## src/rtl/deal_pkg.sv

```systemverilog
// Shared types and constants for the baccarat round controller.
// Card ranks are 4-bit: 1=A .. 13=K, 0 = empty slot.
package deal_pkg;

  typedef enum logic [3:0] {
    IDLE,
    DEAL_P1,
    DEAL_D1,
    DEAL_P2,
    DEAL_D2,
    CHECK,
    DEAL_P3,
    BANK,
    DEAL_D3,
    RESULT,
    ERROR
  } deal_state_t;

  localparam logic [3:0] CARD_MIN    = 4'd1;
  localparam logic [3:0] CARD_MAX    = 4'd13;
  localparam logic [3:0] FACE_MIN    = 4'd10;
  localparam logic [3:0] NATURAL_MIN = 4'd8;
  localparam logic [3:0] DRAW_MAX    = 4'd5;

  // Baccarat point value of a rank: tens and face cards count as zero.
  function automatic logic [3:0] card_value(input logic [3:0] card);
    return (card >= FACE_MIN) ? 4'd0 : card;
  endfunction

endpackage

```

## src/rtl/bank_rule.sv

```systemverilog
// Banker third-card table, used only after the player has drawn a third card.
module bank_rule
  import deal_pkg::*;
(
  input  logic [3:0] dscore,
  input  logic [3:0] pcard3,
  output logic       draw
);

  logic [3:0] v;

  // Banker decision from the banker total and the point value of the player's third card.
  always_comb begin
    v    = card_value(pcard3);
    draw = 1'b0;
    case (dscore)
      4'd0, 4'd1, 4'd2: draw = 1'b1;
      4'd3:             draw = (v != 4'd8);
      4'd4:             draw = (v >= 4'd2) && (v <= 4'd7);
      4'd5:             draw = (v >= 4'd4) && (v <= 4'd7);
      4'd6:             draw = (v >= 4'd6) && (v <= 4'd7);
      default:          draw = 1'b0;
    endcase
  end

endmodule

```

## src/rtl/scorehand.sv

```systemverilog
// Hand total (mod 10) of up to three cards; empty slots (0) add nothing.
module scorehand
  import deal_pkg::*;
(
  input  logic [3:0] card1,
  input  logic [3:0] card2,
  input  logic [3:0] card3,
  output logic [3:0] total
);

  logic [4:0] sum;
  logic [4:0] wrapped;

  // Sum of three values is at most 27, so two conditional subtractions reduce it mod 10.
  always_comb begin
    sum = {1'b0, card_value(card1)} + {1'b0, card_value(card2)} + {1'b0, card_value(card3)};
    if (sum >= 5'd20) begin
      wrapped = sum - 5'd20;
    end else if (sum >= 5'd10) begin
      wrapped = sum - 5'd10;
    end else begin
      wrapped = sum;
    end
    total = wrapped[3:0];
  end

endmodule

```

## src/rtl/deal_sequencer.sv

```systemverilog
// Baccarat round controller: requests cards over a valid/ready style handshake,
// fills the six hand slots in dealing order, applies the third-card rules and
// reports the winner. Optional macro ROUND_STATS_EN adds win/tie counters.
module deal_sequencer
  import deal_pkg::*;
#(
  parameter int TIMEOUT = 255
) (
  input  logic       slow_clock,
  input  logic       resetb,
  input  logic       start,
  output logic       card_req,
  input  logic       card_valid,
  input  logic [3:0] card_in,
  output logic [3:0] pcard1,
  output logic [3:0] pcard2,
  output logic [3:0] pcard3,
  output logic [3:0] dcard1,
  output logic [3:0] dcard2,
  output logic [3:0] dcard3,
  output logic [3:0] pscore,
  output logic [3:0] dscore,
  output logic       busy,
  output logic       done,
  output logic       player_win,
  output logic       dealer_win,
  output logic       error
`ifdef ROUND_STATS_EN
  ,
  output logic [7:0] pwins,
  output logic [7:0] dwins,
  output logic [7:0] ties
`endif
);

  localparam int CNT_W = (TIMEOUT > 1) ? $clog2(TIMEOUT + 1) : 1;

  deal_state_t state;
  deal_state_t state_next;

  logic [CNT_W-1:0] tmo_cnt;
  logic             tmo_hit;
  logic             card_ok;
  logic             accept;
  logic             bank_draw;

  scorehand u_player_score (
    .card1 (pcard1),
    .card2 (pcard2),
    .card3 (pcard3),
    .total (pscore)
  );

  scorehand u_dealer_score (
    .card1 (dcard1),
    .card2 (dcard2),
    .card3 (dcard3),
    .total (dscore)
  );

  bank_rule u_bank_rule (
    .dscore (dscore),
    .pcard3 (pcard3),
    .draw   (bank_draw)
  );

  assign card_ok = card_valid && (card_in >= CARD_MIN) && (card_in <= CARD_MAX);
  assign accept  = card_req && card_ok;
  assign tmo_hit = (TIMEOUT != 0) && (tmo_cnt == CNT_W'(TIMEOUT - 1));

  // State register.
  always_ff @(posedge slow_clock) begin
    if (!resetb) begin
      state <= IDLE;
    end else begin
      state <= state_next;
    end
  end

  // Next-state: dealing order, natural/draw decisions and the card wait timeout.
  always_comb begin
    state_next = state;
    case (state)
      IDLE:    if (start) state_next = DEAL_P1;
      DEAL_P1: if (accept) state_next = DEAL_D1; else if (tmo_hit) state_next = ERROR;
      DEAL_D1: if (accept) state_next = DEAL_P2; else if (tmo_hit) state_next = ERROR;
      DEAL_P2: if (accept) state_next = DEAL_D2; else if (tmo_hit) state_next = ERROR;
      DEAL_D2: if (accept) state_next = CHECK;   else if (tmo_hit) state_next = ERROR;
      CHECK: begin
        if ((pscore >= NATURAL_MIN) || (dscore >= NATURAL_MIN)) begin
          state_next = RESULT;
        end else if (pscore <= DRAW_MAX) begin
          state_next = DEAL_P3;
        end else if (dscore <= DRAW_MAX) begin
          state_next = DEAL_D3;
        end else begin
          state_next = RESULT;
        end
      end
      DEAL_P3: if (accept) state_next = BANK;    else if (tmo_hit) state_next = ERROR;
      BANK:    state_next = bank_draw ? DEAL_D3 : RESULT;
      DEAL_D3: if (accept) state_next = RESULT;  else if (tmo_hit) state_next = ERROR;
      RESULT:  state_next = IDLE;
      ERROR:   state_next = ERROR;
      default: state_next = IDLE;
    endcase
  end

  // Moore outputs decoded from the state.
  always_comb begin
    card_req = 1'b0;
    busy     = 1'b1;
    error    = 1'b0;
    case (state)
      DEAL_P1, DEAL_D1, DEAL_P2, DEAL_D2, DEAL_P3, DEAL_D3: card_req = 1'b1;
      IDLE:    busy = 1'b0;
      ERROR: begin
        busy  = 1'b0;
        error = 1'b1;
      end
      default: ;
    endcase
  end

  // Card slots, result lights, done pulse and the card wait counter.
  always_ff @(posedge slow_clock) begin
    if (!resetb) begin
      pcard1     <= 4'd0;
      pcard2     <= 4'd0;
      pcard3     <= 4'd0;
      dcard1     <= 4'd0;
      dcard2     <= 4'd0;
      dcard3     <= 4'd0;
      player_win <= 1'b0;
      dealer_win <= 1'b0;
      done       <= 1'b0;
      tmo_cnt    <= '0;
    end else begin
      done    <= 1'b0;
      tmo_cnt <= (card_req && !accept) ? tmo_cnt + 1'b1 : '0;
      case (state)
        IDLE: begin
          if (start) begin
            pcard1     <= 4'd0;
            pcard2     <= 4'd0;
            pcard3     <= 4'd0;
            dcard1     <= 4'd0;
            dcard2     <= 4'd0;
            dcard3     <= 4'd0;
            player_win <= 1'b0;
            dealer_win <= 1'b0;
          end
        end
        DEAL_P1: if (accept) pcard1 <= card_in;
        DEAL_D1: if (accept) dcard1 <= card_in;
        DEAL_P2: if (accept) pcard2 <= card_in;
        DEAL_D2: if (accept) dcard2 <= card_in;
        DEAL_P3: if (accept) pcard3 <= card_in;
        DEAL_D3: if (accept) dcard3 <= card_in;
        RESULT: begin
          player_win <= (pscore >= dscore);
          dealer_win <= (dscore >= pscore);
          done       <= 1'b1;
        end
        default: ;
      endcase
    end
  end

`ifdef ROUND_STATS_EN
  // Saturating round statistics, bumped as each result is published.
  always_ff @(posedge slow_clock) begin
    if (!resetb) begin
      pwins <= 8'd0;
      dwins <= 8'd0;
      ties  <= 8'd0;
    end else if (state == RESULT) begin
      if (pscore == dscore) begin
        if (ties != 8'hFF) ties <= ties + 8'd1;
      end else if (pscore > dscore) begin
        if (pwins != 8'hFF) pwins <= pwins + 8'd1;
      end else begin
        if (dwins != 8'hFF) dwins <= dwins + 8'd1;
      end
    end
  end
`endif

endmodule

```

## config.mk

```make
export PLATFORM = sky130hd
export DESIGN_NAME = deal_sequencer
export DESIGN_NICKNAME = d
export VERILOG_FILES = /design/src/rtl/deal_pkg.sv /design/src/rtl/bank_rule.sv /design/src/rtl/scorehand.sv /design/src/rtl/deal_sequencer.sv
export SDC_FILE = /design/constraint.sdc
export NUM_CORES = 1
export LEC_CHECK = 0
export CAP_MARGIN = 10
export CORE_MARGIN = 3
export CORE_UTILIZATION = 59
export CTS_CLUSTER_SIZE = 30
export DETAILED_ROUTE_END_ITERATION = 8
export GPL_TIMING_DRIVEN = 0
export PLACE_DENSITY = 0.95
export SYNTH_ARGS = -nofsm -noshare
export SYNTH_HDL_FRONTEND = slang
export SYNTH_SLANG_ARGS = --single-unit
```

## constraint.sdc

```tcl
create_clock -name slow_clock -period 9.8 [get_ports slow_clock]
set_input_delay 1.96 -clock slow_clock [delete_from_list [all_inputs] [get_ports slow_clock]]
set_output_delay 1.96 -clock slow_clock [all_outputs]
set_load 0.03 [all_outputs]
```

==> results_dict.tcl, run 1 <==
set metrics [dict create \
    outcome "finished clean" \
    clk_latency_ns 0.29 \
    power.leakage_nw 1.39 \
    fmax_mhz 157 \
    drt-vias-per-instance 6.23 \
    hold_viol_final 0 \
    ios 46 \
    crit_path_start "dcard3[1]" \
    place.gp.congestion 0.958 \
    period_share_pct 65.0 \
    postCtsHoldBufs 0 \
    drc 0 \
    yosysUniqueCellTypes 59 \
    finalPower_uw 356 \
    synth-edff-count 0 \
    antenna_found_initial 0 \
    dr_total_vias 3027 \
    worstPathArrival_ns 4.41 \
    syn-cell-area_um2 3040 \
    hold_class "reg -> reg" \
    fin_util_pct 74.7 \
    seq_area_frac_synth_pct 25.7 \
    maxCapViolCount 0 \
    path_class "reg -> out" \
    dp_hpwl_mm 5.89 \
    postCtsSetupBuffers 0 \
    drive_above_1_share_pct 6.21 \
    finalSetupTns_ns 0 \
    worstSetupEndpointType "output port" \
    io_buffers 42 \
    diodes 0 \
    die_y_um 77.7 \
    die_w_um 77.7 \
    rrSetupSlack_ns 5.34 \
    postSynthCellCount 369 \
    async_reset_ff_share_pct 0 \
    grt_first_pass_wirelength_mm 13.2 \
    grt_pass1_vias 2908 \
    layout_commonest_cell "clkdlybuf4s50_1" \
    wirelength_mm 7.81 \
    cts_buffer_depth 2 \
    synth_flop_cell "dfxtp_1" \
    r2r_start "dcard3[1]" \
    final.fill_count 363 \
    place_area_um2 3540 \
    crit_required_ns 7.84 \
    syn2layout_area_growth_pct 19.3 \
    syn_avg_cell_area_um2 8.23 \
    drt-initial-drc-count 235 \
    drtAntennaViolNets 0 \
    nNetsFinal 454 \
    fin_hold_ws_ns 0.464 \
    cts_resized 0 \
    ir_worst_vdd_mv 0.103 \
    rr_worst_depth 17 \
    ys_ff_latch 39 \
    grt_start_max_net_pins 12 \
    multi_input_area_um2 2070 \
    most-common-layout-cells "clkdlybuf4s50_1 (42), dfxtp_1 (39), nor2_1 (29), nand2b_1 (27), nand2_1 (26)" \
    cts_tree "done" \
    worstSetupEndpoint "dscore[2]" \
    r2r-end "dealer_win" \
    cts_made_buffers 5 \
    wl_per_cell_um 16.1 \
    rsz0062_at_grt "false" \
    grt_use_total_pct 26.9 \
    die_area_um2 6040 \
    setup_viol 0 \
    first_pass_iters 5 \
    dp_cells 478 \
    placement.setup.worst_slack_ns 3.85 \
    final_cells 486 \
    design_area_um2 3620 \
    regArea_um2 781 \
    core-area_um2 4850 \
    rows 25 \
    overflow 0 \
    crit_fanout 5 \
    ys_warn_count 0 \
    cts_root_buffer "clkbuf_8" \
    worst_pin_slew_ns 1.10 \
    cts_num_sinks 39 \
    start_util_pct 62.6 \
    power_density_nw_per_um2 98.4 \
    htree_levels 2 \
    setup_ws_ns 3.43 \
    start_kind "flip-flop" \
    max_slew_margin_pct 26.0 \
    finalClockSkew_ns 0.00571 \
    clkTransAtPathRegs_ns 0.08 \
    syn_nets 405 \
    fin_crit_ns 6.37 \
    slew_violations 0 \
]
## critical path: stages, from the launching register on
cell and delay, ns:
dfxtp_1 0.36, o21ai_0 0.20, nand2_1 0.12, fa_1 0.43, inv_1 0.06, ha_1 0.18
fa_1 0.50, inv_1 0.16, ha_1 0.21, a21boi_0 0.41, nor3_1 0.08, o31ai_1 0.60
clkdlybuf4s50_1 0.80
## synthesized netlist by cell type (all sizes together) (4+ instances only)
master / n / area, um^2
fa: 10 / 200
mux2i: 5 / 50.1
nand2: 26 / 97.6
a22oi: 4 / 30.0
a21oi: 16 / 80.1
nand4: 8 / 50.1
dfxtp: 39 / 781
or3: 5 / 31.3
nor2b: 17 / 106
nand3: 25 / 125
buf: 11 / 88.8
a31oi: 6 / 37.5
inv: 21 / 78.8
clkbuf: 4 / 15.0
nand2b: 27 / 169
xnor2: 7 / 68.8
xor2: 6 / 52.6
nor3: 9 / 56.3
ha: 18 / 225
nor2: 29 / 109
o21ai: 14 / 70.1
nor3b: 7 / 52.6
a21boi: 18 / 135
## sequential cells by signal (all words and copies together), names as in the netlist
name,count
dcard3,4
tmo_cnt,8
dcard2,4
state,4
done,1
dcard1,4
pcard2,4
player_win,1
pcard3,4
pcard1,4
dealer_win,1
## metal layers
layer	vias up	global-route usage [%]	part of all wire, %
li1	1405	-	-
met1	1414	33.3	41
met2	176	46.3	49
met3	32	4.64	7.6
met4	0	10.1	2.9
met5	-	0	0
## where the power goes
group / internal, mW / leakage [nW] / switching, mW / total (mW)
logic: 0.0344 / 1.04 / 0.0515 / 0.0859
registers: 0.161 / 0.315 / 0.00289 / 0.164
clock network: 0.0500 / 0.0422 / 0.0566 / 0.107
total: 0.245 / 1.39 / 0.111 / 0.356
## final cells by class
class / count / share of cell area (%)
buffer: 15 / 2.87
clock inverter: 1 / 0.138
clock buffer: 7 / 2.11
timing repair buffer: 42 / 11.6
multi-input combinational: 294 / 57.2
sequential: 39 / 21.6
inverter: 21 / 2.18
tap: 67 / 2.31
## cells by family (layout without fill, tap and decap cells)
kind of cell               after synthesis  after routing  share of synthesized area, %
buffers and inverters                   36             86                          6.02
muxes                                    5              5                          1.65
AOI/OAI and AO/OA                       84             84                          19.5
xor gates and xnor gates                13             13                          4.00
and+or+nand+nor                        164            164                          29.1
DFF                                     39             39                          25.7
adders and majority gates               28             28                          14.0
## worst min path at each step
stage	from	end	slack [ns]	cells after the start
2_1_floorplan	tmo_cnt[0]	tmo_cnt[0]	0.43	1
3_3_place_gp	tmo_cnt[0]	tmo_cnt[0]	0.45	1
3_5_place_dp	tmo_cnt[0]	tmo_cnt[0]	0.45	1
4_1_cts	tmo_cnt[0]	tmo_cnt[0]	0.47	1
5_1_grt	tmo_cnt[0]	tmo_cnt[0]	0.49	1
6_report	tmo_cnt[0]	tmo_cnt[0]	0.46	1
(Power assumes the default switching activity.)
==> run 2, diff against run 1 <==
--- a/config.mk
+++ b/config.mk
@@ -7,11 +7,11 @@
 export LEC_CHECK = 0
 export CAP_MARGIN = 10
 export CORE_MARGIN = 3
-export CORE_UTILIZATION = 59
+export CORE_UTILIZATION = 55
 export CTS_CLUSTER_SIZE = 30
 export DETAILED_ROUTE_END_ITERATION = 8
 export GPL_TIMING_DRIVEN = 0
-export PLACE_DENSITY = 0.95
+export PLACE_DENSITY = 0.92
 export SYNTH_ARGS = -nofsm -noshare
 export SYNTH_HDL_FRONTEND = slang
 export SYNTH_SLANG_ARGS = --single-unit
==> constraint.sdc (replaced) <==
create_clock -name slow_clock -period 6.4 [get_ports slow_clock]
set_input_delay 1.28 -clock slow_clock [delete_from_list [all_inputs] [get_ports slow_clock]]
set_output_delay 1.28 -clock slow_clock [all_outputs]
set_load 0.03 [all_outputs]
==> run 2 against run 1 <==
Critical path depth down 2. Cell count up 0.21%. Wire length fell by 8.3%. Die area is 6.7% higher. Worst setup slack worse by 2.6 ns. Sequential power is 53% higher. Via count is 6.7% lower. Design area about the same. Global-route usage is 3.0 points lower. Largest power group unchanged. Highest routed layer unchanged.
==> results_dict.tcl, run 2 (synthesis gave the netlist of run 1 again) <==
set metrics [dict create \
    die_area_um2 6450 \
    cts_resized 0 \
    max_slew_margin_pct 29.4 \
    outcome "finished clean" \
    hold_class "reg -> reg" \
    overflow 0 \
    worst_pin_slew_ns 1.05 \
    period_share_pct 86.8 \
    finalSetupTns_ns 0 \
    grt_first_pass_wirelength_mm 12.2 \
    drt-initial-drc-count 190 \
    worstPathArrival_ns 4.27 \
    die_w_um 80.3 \
    diodes 0 \
    maxCapViolCount 0 \
    start_kind "flip-flop" \
    fin_util_pct 69.1 \
    drt-vias-per-instance 5.80 \
    syn2layout_area_growth_pct 19.2 \
    core-area_um2 5240 \
    finalClockSkew_ns 0.00627 \
    wirelength_mm 7.16 \
    start_util_pct 58.0 \
    dr_total_vias 2825 \
    layout_commonest_cell "clkdlybuf4s50_1" \
    power_density_nw_per_um2 148 \
    setup_viol 0 \
    max_stage_delay_ns 0.79 \
    io_buffers 42 \
    worstSetupEndpointType "output port" \
    path_delay_family "adder cells" \
    cts_root_buffer "clkbuf_8" \
    drtAntennaViolNets 0 \
    cts_buffer_depth 2 \
    cts_tree "done" \
    fmax_mhz 180 \
    rows 26 \
    rsz0062_at_grt "false" \
    cp_slowest_cell "clkdlybuf4s50_1" \
    fin_crit_ns 5.55 \
    final.fill_count 435 \
    postCtsSetupBuffers 0 \
    postCtsHoldBufs 0 \
    cts_made_buffers 5 \
    nNetsFinal 454 \
    grt_use_total_pct 23.9 \
    drive_above_1_share_pct 6.24 \
    htree_levels 2 \
    ios 46 \
    place.gp.congestion 0.894 \
    regMostFlops "tmo_cnt" \
    cts_num_sinks 39 \
    fin_hold_ws_ns 0.470 \
    first_pass_iters 5 \
    crit_required_ns 5.12 \
    slew_violations 0 \
    die_y_um 80.3 \
    path_buf_inv 2 \
    antenna_found_initial 0 \
    clkTransAtPathRegs_ns 0.07 \
    cp_cell_sequence "nor2b_1 > fa_1 > ha_1 > fa_1 > inv_1 > ha_1 > a21boi_0 > nor3_1 > o31ai_1 > clkdlybuf4s50_1" \
    power.leakage_nw 1.39 \
    clk_latency_ns 0.29 \
    most-common-layout-cells "clkdlybuf4s50_1 (42), dfxtp_1 (39), nor2_1 (29), nand2b_1 (27), nand2_1 (26)" \
    drc 0 \
    finalPower_uw 535 \
    grt_pass1_vias 2646 \
    largest_register_ffs 8 \
    wl_per_cell_um 14.7 \
    placement.setup.worst_slack_ns 1.13 \
    path_class "reg -> out" \
    grt_start_max_net_pins 12 \
    setup_ws_ns 0.846 \
    crit_fanout 5 \
    dp_hpwl_mm 5.68 \
    ir_worst_vdd_mv 0.133 \
    hold_viol_final 0 \
]
[run 2: cell count changes in the layout (fill, tap and decap cells not counted), sizes merged]
cell and delta:
clkbuf -2, clkinv -1, clkinvlp +1
[run 2: cell type report]
| cell class | count | area, um^2 | area share, % |
|---|---|---|---|
| Multi-Input combinational cell | 294 | 2070 | 57.3 |
| Clock inverter | 1 | 7.51 | 0.207 |
| Clock buffer | 5 | 68.8 | 1.90 |
| Inverter | 21 | 78.8 | 2.18 |
| Buffer | 15 | 104 | 2.87 |
| Sequential cell | 39 | 781 | 21.6 |
| Timing Repair Buffer | 42 | 420 | 11.6 |
| Tap cell | 70 | 87.6 | 2.42 |
[run 2: path summary, 6_finish.rpt]
check             startpoint         end  cells past startpoint  slack, ns
setup reg to reg   dcard2[1]  dealer_win                     17       2.10
setup / recovery   dcard2[1]   dscore[2]                     10       0.85
hold / removal    tmo_cnt[0]  tmo_cnt[0]                      1       0.47
hold reg to reg   tmo_cnt[0]  tmo_cnt[0]                      1       0.47
[run 2: power by group]
part / switching [mW] / internal, mW / leakage [nW]
logic: 0.0768 / 0.0526 / 1.04
registers: 0.00419 / 0.246 / 0.315
clock network: 0.0823 / 0.0723 / 0.0361
[run 2: layer usage]
| metal | GRT usage [%] | vias up | wire, um |
|---|---|---|---|
| li1 | - | 1400 | - |
| met5 | 0 | - | 0 |
| met2 | 41.6 | 85 | 3560 |
| met4 | 6.25 | 0 | 89 |
| met3 | 4.26 | 14 | 353 |
| met1 | 30.2 | 1326 | 3160 |
[run 2: stage by stage]
stage          cell area [um^2]  cells
3_3_place_gp               3540    481
6_report                   3620    487
5_1_grt                    3620    487
2_1_floorplan              3040    369
4_1_cts                    3620    487
3_5_place_dp               3540    481
